==> src/rtl/vector_issue_ctrl.sv <==
// vector_issue_ctrl: issue/completion controller for the vector lane array.
// Accepts one instruction at a time, broadcasts op/start/scalar/write data to
// all lanes, gathers per-lane done pulses and read beats into a full vector,
// then holds a single response until the sequencer consumes it.
// Optional watchdog: define VECTOR_ISSUE_TIMEOUT_EN to end WAIT after timeout_p
// cycles with resp_err_o=1; otherwise resp_err_o is tied 0.
// Ports:
//   clk_i, reset_n_i                  clock, synchronous active-low reset
//   instr_v_i/instr_ready_o           instruction handshake
//   instr_op_i/scalar_i/w_data_i      instruction fields
//   lane_op_o/scalar_o/w_data_o       registered broadcast, held for the op
//   lane_start_o                      one-cycle start pulse
//   lane_done_i/lane_v_i/lane_r_data_i per-lane completion and read data
//   resp_v_o/resp_yumi_i              response handshake
//   resp_data_o/resp_err_o            gathered vector and timeout flag
module vector_issue_ctrl #(
    parameter int lanes_p    = 4,
    parameter int vlen_p     = 8,
    parameter int vdw_p      = 8,
    parameter int op_width_p = 4,
    parameter int timeout_p  = 64
) (
    input  logic                     clk_i,
    input  logic                     reset_n_i,
    input  logic                     instr_v_i,
    output logic                     instr_ready_o,
    input  logic [op_width_p-1:0]    instr_op_i,
    input  logic [vdw_p-1:0]         instr_scalar_i,
    input  logic [vdw_p-1:0]         instr_w_data_i,
    output logic [op_width_p-1:0]    lane_op_o,
    output logic                     lane_start_o,
    output logic [vdw_p-1:0]         lane_scalar_o,
    output logic [vdw_p-1:0]         lane_w_data_o,
    input  logic [lanes_p-1:0]       lane_done_i,
    input  logic [lanes_p-1:0]       lane_v_i,
    input  logic [lanes_p*vdw_p-1:0] lane_r_data_i,
    output logic                     resp_v_o,
    input  logic                     resp_yumi_i,
    output logic [vlen_p*vdw_p-1:0]  resp_data_o,
    output logic                     resp_err_o
);
    localparam int beats_lp  = vlen_p / lanes_p;
    localparam int beat_w_lp = beats_lp > 1 ? $clog2(beats_lp) : 1;
    localparam logic [1:0] IDLE  = 2'd0;
    localparam logic [1:0] ISSUE = 2'd1;
    localparam logic [1:0] WAIT  = 2'd2;
    localparam logic [1:0] RESP  = 2'd3;

    logic [1:0]           r_state;
    logic [1:0]           w_state_n;
    logic [lanes_p-1:0]   r_mask;
    logic [beat_w_lp-1:0] r_beat;
    logic                 r_full;
    logic                 w_all_done;
    logic                 w_timeout;
    logic                 w_unused;

    assign instr_ready_o = r_state == IDLE;
    assign lane_start_o  = r_state == ISSUE;
    assign resp_v_o      = r_state == RESP;
    // Include this cycle's pulses so the last done moves to RESP one cycle later.
    assign w_all_done    = &(r_mask | lane_done_i);
    assign w_state_n     = r_state == IDLE  ? (instr_v_i ? ISSUE : IDLE) :
                           r_state == ISSUE ? WAIT :
                           r_state == WAIT  ? (w_all_done || w_timeout ? RESP : WAIT) :
                           (resp_yumi_i ? IDLE : RESP);

`ifdef VECTOR_ISSUE_TIMEOUT_EN
    localparam int tmr_w_lp = $clog2(timeout_p + 1);
    logic [tmr_w_lp-1:0] r_tmr;
    logic                r_err;
    // True on the WAIT cycle where the counter steps up to timeout_p.
    assign w_timeout  = r_tmr == tmr_w_lp'(timeout_p - 1);
    assign resp_err_o = r_err;
    assign w_unused   = ^lane_v_i[lanes_p-1:1];
    always_ff @(posedge clk_i) begin
        if (!reset_n_i) begin
            r_tmr <= '0;
            r_err <= 1'b0;
        end else begin
            r_tmr <= r_state == ISSUE ? '0 : r_state == WAIT ? r_tmr + tmr_w_lp'(1) : r_tmr;
            if (r_state == WAIT && !w_all_done && w_timeout)
                r_err <= 1'b1;
            else if (r_state == RESP && resp_yumi_i)
                r_err <= 1'b0;
        end
    end
`else
    assign w_timeout  = 1'b0;
    assign resp_err_o = 1'b0;
    assign w_unused   = ^{lane_v_i[lanes_p-1:1], timeout_p > 0};
`endif

    always_ff @(posedge clk_i) begin
        if (!reset_n_i) begin
            r_state       <= IDLE;
            r_mask        <= '0;
            r_beat        <= '0;
            r_full        <= 1'b0;
            lane_op_o     <= '0;
            lane_scalar_o <= '0;
            lane_w_data_o <= '0;
            resp_data_o   <= '0;
        end else begin
            r_state <= w_state_n;
            if (instr_v_i && instr_ready_o) begin
                lane_op_o     <= instr_op_i;
                lane_scalar_o <= instr_scalar_i;
                lane_w_data_o <= instr_w_data_i;
            end
            if (r_state == ISSUE) begin
                r_mask <= '0;
                r_beat <= '0;
                r_full <= 1'b0;
            end else if (r_state == WAIT) begin
                r_mask <= r_mask | lane_done_i;
                // Lane 0 valid qualifies the whole beat; beats past the last are dropped.
                if (lane_v_i[0] && !r_full) begin
                    for (int b = 0; b < beats_lp; b++)
                        if (r_beat == beat_w_lp'(b))
                            for (int i = 0; i < lanes_p; i++)
                                resp_data_o[(b*lanes_p+i)*vdw_p +: vdw_p] <= lane_r_data_i[i*vdw_p +: vdw_p];
                    if (r_beat == beat_w_lp'(beats_lp - 1))
                        r_full <= 1'b1;
                    else
                        r_beat <= r_beat + beat_w_lp'(1);
                end
            end
        end
    end
endmodule

==> config.mk <==
export PLATFORM = sky130hd
export DESIGN_NAME = vector_issue_ctrl
export DESIGN_NICKNAME = d
export VERILOG_FILES = /design/src/rtl/vector_issue_ctrl.sv
export SDC_FILE = /design/constraint.sdc
export NUM_CORES = 1
export LEC_CHECK = 0
export ABC_AREA = 1
export CAP_MARGIN = 20
export CORE_AREA = 2 2 107 109
export DETAILED_ROUTE_END_ITERATION = 10
export DIE_AREA = 0 0 109 111
export GPL_TIMING_DRIVEN = 1
export PLACE_DENSITY = 0.63
export SYNTH_ARGS = -nofsm -noshare
export SYNTH_HDL_FRONTEND = slang
export SYNTH_SLANG_ARGS = --single-unit
==> constraint.sdc <==
create_clock -name clk_i -period 1.41 [get_ports clk_i]
set_input_delay 0.282 -clock clk_i [delete_from_list [all_inputs] [get_ports clk_i]]
set_output_delay 0.282 -clock clk_i [all_outputs]
set_load 0.02 [all_outputs]
==> key figures, run 1 <==
Status
  – Outcome: finished clean

Global routing
  – Antenna violations before repair: 0
  – Vias in the first global route: 3102
  – Global-route total usage across every layer: 16.1%
  – First-pass GRT wire length: 15300 microns
  – Maximum number of pins on one net before global-route repair: 35
  – GRT Residual Overflow: 0

Setup path
  – Worst path arrival time: around 1100 ps
  – Data required, critical path: around 1100 ps
  – Type of the worst setup path: reg -> out
  – Flop2flop setup slack: 90 ps
  – Capture instance of the worst register-to-register path: resp_data_o[30]
  – Launch instance of the worst register-to-register path: r_state[1]
  – Cell count of the worst reg-to-reg path: 6
  – CP Launch Type: register
  – CP endpoint kind: output port
  – Worst-path maximum fanout: 4

Synth
  – Unique masters post-synth: 19
  – Biggest area consumer among synthesized cells: sky130_fd_sc_hd__dfxtp_1
  – Mux contribution to synthesized area: 0%
  – Largest family of logic cells by synthesized area: simple AND/OR/NAND/NOR gates
  – Flip-flop and latch count after synthesis: 92
  – Area share of the largest cell type after synthesis: 57.1%
  – Post-synthesis instance area: 0.00322 sq mm
  – Syn_area_per_cell: 7.79 sq um
  – Mapped Nets: 478
  – Area share of and/or/nand/nor cells after synthesis: 22.9%
  – Adder-cell share of the synthesized area: 0%
  – Sequential element share of the synthesized area: 57.1%
  – Share of the synthesized area in compound gates (AO/OA/AOI/OAI): between 10% and 20%
  – Count of mapped cells out of synthesis: 414
  – Total number of yosys warnings: 0
  – Post-synthesis share of cell area spent on xor and xnor gates: 0%
  – Largest cells by area after synthesis: sky130_fd_sc_hd__dfxtp_1 (57%), sky130_fd_sc_hd__nor2_1 (13%), sky130_fd_sc_hd__nand2_1 (8.4%)

Placement
  – IO Port Bufs: 147
  – Post-DP HPWL: 6920 microns
  – GP Congestion: 0.750

Clock network
  – Hold-fix buffers, CTS: 0
  – Total CTS buffers: 9
  – Sink count of the clock tree: roughly 90
  – Clock buffer depth: 2
  – Clock transition time at the flip-flop clock pins of the worst setup and hold paths: 60 ps
  – CTS HTree Levels: 3
  – Clk Tree Root Cell: sky130_fd_sc_hd__clkbuf_16
  – Later-pin clock latency in the skew report: ~330 ps
  – CTS tree: done

Floorplan
  – Die width: 109 microns
  – Area inside the core boundary: 0.0111 sq mm
  – Y dimension of the die: 111 microns
  – Count of pins on the block boundary: 152
  – Initial Utilization: 29.1%
  – Row cnt: 39
  – Die Area: 0.0121 sq mm

STA
  – Peak clock frequency supported by timing: approximately 0.75 GHz
  – Fin crit share: 94.6%
  – Tightest hold margin: 281 ps
  – RSZ-0062 raised after global routing: true
  – Final setup viols: 0
  – Min Tclk post-route: 1330 ps
  – Final worst clock skew: 4.48 ps
  – Total count of max-transition violations in the final report: 0
  – Final count of hold timing violations: 0

Detailed routing
  – Average routed wire per standard cell: 13.9 microns
  – Final routed DRC violation total: 0
  – Average via count per standard cell: approximately 4.4
  – First-pass detailed-route iteration total: 4
  – Via count of the routed design: 3182
  – Sum of routed wire length over all layers: 10000 microns
  – Count of nets left with antenna violations after detail routing: 0
  – Initial detailed-routing violation count: 142

Min path
  – Endpoint of the worst hold path: r_state[1]
  – Hold path startpoint: reset_n_i
  – Cell depth of the worst hold path: 2
  – Worst hold-check path type: in -> reg

Layout
  – Area growth from synthesis to layout: 63.5%
  – Count of inserted antenna diode cells: 0
  – Top library cells by usage in the layout, fill and taps aside: sky130_fd_sc_hd__nor2_1 (111), sky130_fd_sc_hd__dfxtp_1 (90), sky130_fd_sc_hd__dlygate4sd2_1 (84)
  – Total number of nets in the final design: 635
  – Layout cell share with drive strength beyond 1: 10.1%
  – Commonest non-fill, non-tap cell in the layout: sky130_fd_sc_hd__nor2_1
  – Core Util, Final: a little under half

Power
  – Leakage power summed over all cells: 2.38 nW
  – VDD IR max: 0.000477 V
  – Total power density per cell area: roughly 1100 mW/mm^2

Run
  – # Max-Cap Violations: 0
-- per-stage QoR --
stage	area (sq um)	power (mW)	TNS, ps	std cells	setup slack [ps]
floorplan	3220	3.19	0	414	19.4
global placement	4990	3.67	-11800	700	-224
detailed placement	4990	3.68	-13480	700	-254
CTS	5180	6.06	0	716	41.6
global route	5270	6.29	-286	719	-28.9
finish	5270	6.00	0	719	76.6
-- kinds of logic (layout without fill, tap and decap cells) --
family,after synthesis,count (layout)
simple gates,192,192
compound gates,93,93
flops,92,92
buf+inv,36,198
other cells,1,1
-- worst max path at each step --
| stage | start | endpoint | slack [ps] | cells past startpoint |
|---|---|---|---|---|
| global route | r_state[1] | resp_data_o[17] | -30 | 6 |
| finish | r_state[1] | lane_start_o | 80 | 4 |
| floorplan | r_state[1] | lane_op_o[0] | 20 | 6 |
| detailed placement | lane_v_i[0] | resp_data_o[62] | -250 | 8 |
| CTS | r_state[0] | resp_v_o | 40 | 3 |
| global placement | lane_v_i[0] | resp_data_o[63] | -220 | 8 |
-- flip-flops by register name (all words and copies together), names as in the netlist --
register       flops
r_full             1
r_mask             4
resp_data_o       64
r_beat             1
lane_op_o          4
lane_w_data_o      8
r_state            2
lane_scalar_o      8
-- routing by layer --
layer,vias up,global-route usage [%],wire length (microns)
met5,-,0,0
met4,0,4.96,71
met3,8,5.47,821
met2,104,27.5,4930
met1,1441,18.9,4170
li1,1629,-,-
-- where the power goes --
part | total (mW) | switching [mW] | internal, mW | leakage (nW)
Clock | 2.42 | 0.965 | 1.46 | 0.155
Sequential | 2.75 | 0.0507 | 2.70 | 0.749
Combinational | 0.827 | 0.430 | 0.398 | 1.48
Total | 6.00 | 1.45 | 4.55 | 2.38
-- cells in the mapped netlist (all sizes together) --
library cell    n
a21oi          40
buf            13
clkbuf         14
conb            1
dfxtp          92
inv             9
nand2          73
nand3           1
nand4           1
nor2          113
nor3            4
o21a            1
o21ai          52
-- cell type report --
class                           instances  area (sq um)
Clock buffer                           11           253
Clock inverter                          5          50.0
Fill cell                            1106          5810
Inverter                                9          38.8
Multi-Input combinational cell        286          1240
Sequential cell                        92          1850
Tap cell                              143           179
Timing Repair Buffer                  173          1660
-- worst max-delay path: stages (launching register included) --
cell and delay (ps):
sky130_fd_sc_hd__dfxtp_4 350, sky130_fd_sc_hd__inv_1 60, sky130_fd_sc_hd__nand2_1 60, sky130_fd_sc_hd__inv_1 80
sky130_fd_sc_hd__buf_2 170
-- timing repair --
item / in CTS / in global routing
buffers inserted: 0 / 1
endpoints found under the setup margin: 87 / 51
gates resized for setup: 97 / 27
cloned: 0 / 2
(Power assumes the default switching activity.)
==> run 2, diff against run 1 <==
--- a/config.mk
+++ b/config.mk
@@ -11,7 +11,9 @@
 export DETAILED_ROUTE_END_ITERATION = 10
 export DIE_AREA = 0 0 109 111
 export GPL_TIMING_DRIVEN = 1
+export HOLD_SLACK_MARGIN = 0.08
 export PLACE_DENSITY = 0.63
+export SETUP_SLACK_MARGIN = 0.15
 export SYNTH_ARGS = -nofsm -noshare
 export SYNTH_HDL_FRONTEND = slang
 export SYNTH_SLANG_ARGS = --single-unit
==> key figures, run 2 (synthesis gave the netlist of run 1 again) <==
Layout
  – Commonest non-fill, non-tap cell in the layout: sky130_fd_sc_hd__nor2_1
  – Largest register FFs: 64
  – Top library cells by usage in the layout, fill and taps aside: sky130_fd_sc_hd__nor2_1 (108), sky130_fd_sc_hd__dfxtp_1 (90), sky130_fd_sc_hd__nand2_1 (70)
  – Layout cell share with drive strength beyond 1: 29.3%
  – Area growth from synthesis to layout: 69.9%
  – Core Util, Final: 49.4%
  – Register with the highest flop count: resp_data_o
  – Biggest regs: resp_data_o (64), lane_scalar_o (8), lane_w_data_o (8)
  – Total number of nets in the final design: approximately 640
  – Count of inserted antenna diode cells: 0

Clock network
  – CTS tree: done
  – Clock buffer depth: 2
  – Sink count of the clock tree: 92
  – Clock transition time at the flip-flop clock pins of the worst setup and hold paths: around 60 ps
  – Later-pin clock latency in the skew report: 340 ps
  – CTS HTree Levels: 3
  – Total CTS buffers: 9
  – Clk Tree Root Cell: sky130_fd_sc_hd__clkbuf_16

Global routing
  – Maximum number of pins on one net before global-route repair: 34
  – Antenna violations before repair: 0
  – First-pass GRT wire length: around 15000 microns
  – Vias in the first global route: 3093
  – Global-route total usage across every layer: 16.1%
  – GRT Residual Overflow: 0

Detailed routing
  – Sum of routed wire length over all layers: around 10000 microns
  – Average via count per standard cell: 4.49
  – Via count of the routed design: 3231
  – Initial detailed-routing violation count: 136
  – First-pass detailed-route iteration total: 4
  – Average routed wire per standard cell: 13.9 microns
  – Count of nets left with antenna violations after detail routing: 0
  – Final routed DRC violation total: 0

STA
  – Final worst clock skew: 6.75 ps
  – Fin crit share: a little over nine tenths
  – Final count of hold timing violations: 0
  – Min Tclk post-route: 1350 ps
  – Final setup viols: 0
  – Summed negative setup slack over all endpoints: 0 ps
  – RSZ-0062 raised after global routing: true
  – Peak clock frequency supported by timing: around 0.74 GHz
  – Tightest hold margin: 291 ps
  – Total count of max-transition violations in the final report: 0

Floorplan
  – Area inside the core boundary: roughly 0.011 sq mm
  – Row cnt: 39
  – Y dimension of the die: 111 microns
  – Initial Utilization: 29.1%
  – Die Area: ~0.012 sq mm
  – Count of pins on the block boundary: approximately 150
  – Die width: 109 microns

Status
  – Outcome: finished clean

Placement
  – GP Congestion: ~0.75
  – IO Port Bufs: 147
  – Post-DP HPWL: 6720 microns

Setup path
  – Type of the worst setup path: reg -> reg
  – CP endpoint kind: register
  – Cells along the critical path: buf_6 -> nand3_4 -> nor2_4 -> nand2_8 -> clkbuf_16 -> o21ai_2 -> nor2_1
  – CP Launch Type: register
  – Data required, critical path: around 1700 ps
  – Worst path arrival time: 1580 ps
  – Critical-path cell with the highest stage delay: sky130_fd_sc_hd__dfxtp_4
  – Maximum cell stage delay along the critical path: 370 ps
  – Cell count of the worst reg-to-reg path: 7
  – Worst-path maximum fanout: 7

Power
  – Overall Power: 6.26 mW
  – VDD IR max: 0.000623 V
  – Total power density per cell area: 1140 mW/mm^2
  – Leakage power summed over all cells: approximately 2.2 nW

Min path
  – Worst hold-check path type: in -> reg
  – Cell depth of the worst hold path: 3

Run
  – # Max-Cap Violations: 0
==> run 2: cell types whose count changed in the layout (fill, tap and decap cells not counted), moves of 6 or more <==
cell | before | now
sky130_fd_sc_hd__buf_2 | 4 | 39
sky130_fd_sc_hd__buf_4 | 17 | 10
sky130_fd_sc_hd__buf_6 | 0 | 6
sky130_fd_sc_hd__clkdlybuf4s15_2 | 0 | 43
sky130_fd_sc_hd__dlygate4sd2_1 | 84 | 0
sky130_fd_sc_hd__o21ai_0 | 35 | 8
sky130_fd_sc_hd__o21ai_2 | 0 | 24
==> run 2: through the flow <==
stage | setup WS (ps) | cell area (sq um) | cells
after floorplan | 194 | 3230 | 414
after global placement | -241 | 4950 | 697
after detailed placement | -285 | 4950 | 697
after CTS | 80.1 | 5440 | 715
after global routing | -2.32 | 5480 | 719
final | 62.1 | 5480 | 719
==> run 2: layer usage <==
layer	part of all wire (%)	up-vias	GRT usage [%]
li1	-	1642	-
met1	44	1479	19.6
met2	46	100	26.3
met3	8.8	10	5.76
met4	1.2	0	4.87
met5	0	-	0
==> run 2: path summary, 6_finish.rpt <==
| check | start | endpoint | slack (ps) |
|---|---|---|---|
| setup / recovery | r_state[1] | resp_data_o[55] | 60 |
| hold reg to reg | resp_data_o[21] | resp_data_o[21] | 460 |
| hold / removal | reset_n_i | resp_data_o[35] | 290 |
| setup reg to reg | r_state[1] | resp_data_o[55] | 60 |
==> run 2: critical path, delay by kind of cell (launching register included) <==
family / cells / cell delay (ps)
AND/OR/NAND/NOR: 4 / 450
flip-flops: 1 / 370
AO/OA/AOI/OAI: 1 / 110
buffers and inverters: 2 / 310
==> run 2: area by class of cell <==
type,count,area (sq um)
Timing Repair Buffer,173,1710
Inverter,9,48.8
Sequential cell,92,1850
Tap cell,143,179
Multi-Input combinational cell,286,1360
Clock inverter,5,83.8
Fill cell,1089,5600
Clock buffer,11,243
==> run 2: timing repair <==
item,in CTS,in global routing
pin swaps,1,8
cloned,1,4
gates resized for setup,292,118
buffers inserted,1,0
endpoints found under the setup margin,152,118
hold buffers,0,0
==> run 2: report_power, final <==
| group | total, mW | internal [mW] | switching, mW |
|---|---|---|---|
| sequential | 2.76 | 2.70 | 0.0587 |
| clock | 2.63 | 1.61 | 1.02 |
| combinational | 0.872 | 0.421 | 0.451 |
| total | 6.26 | 4.73 | 1.53 |
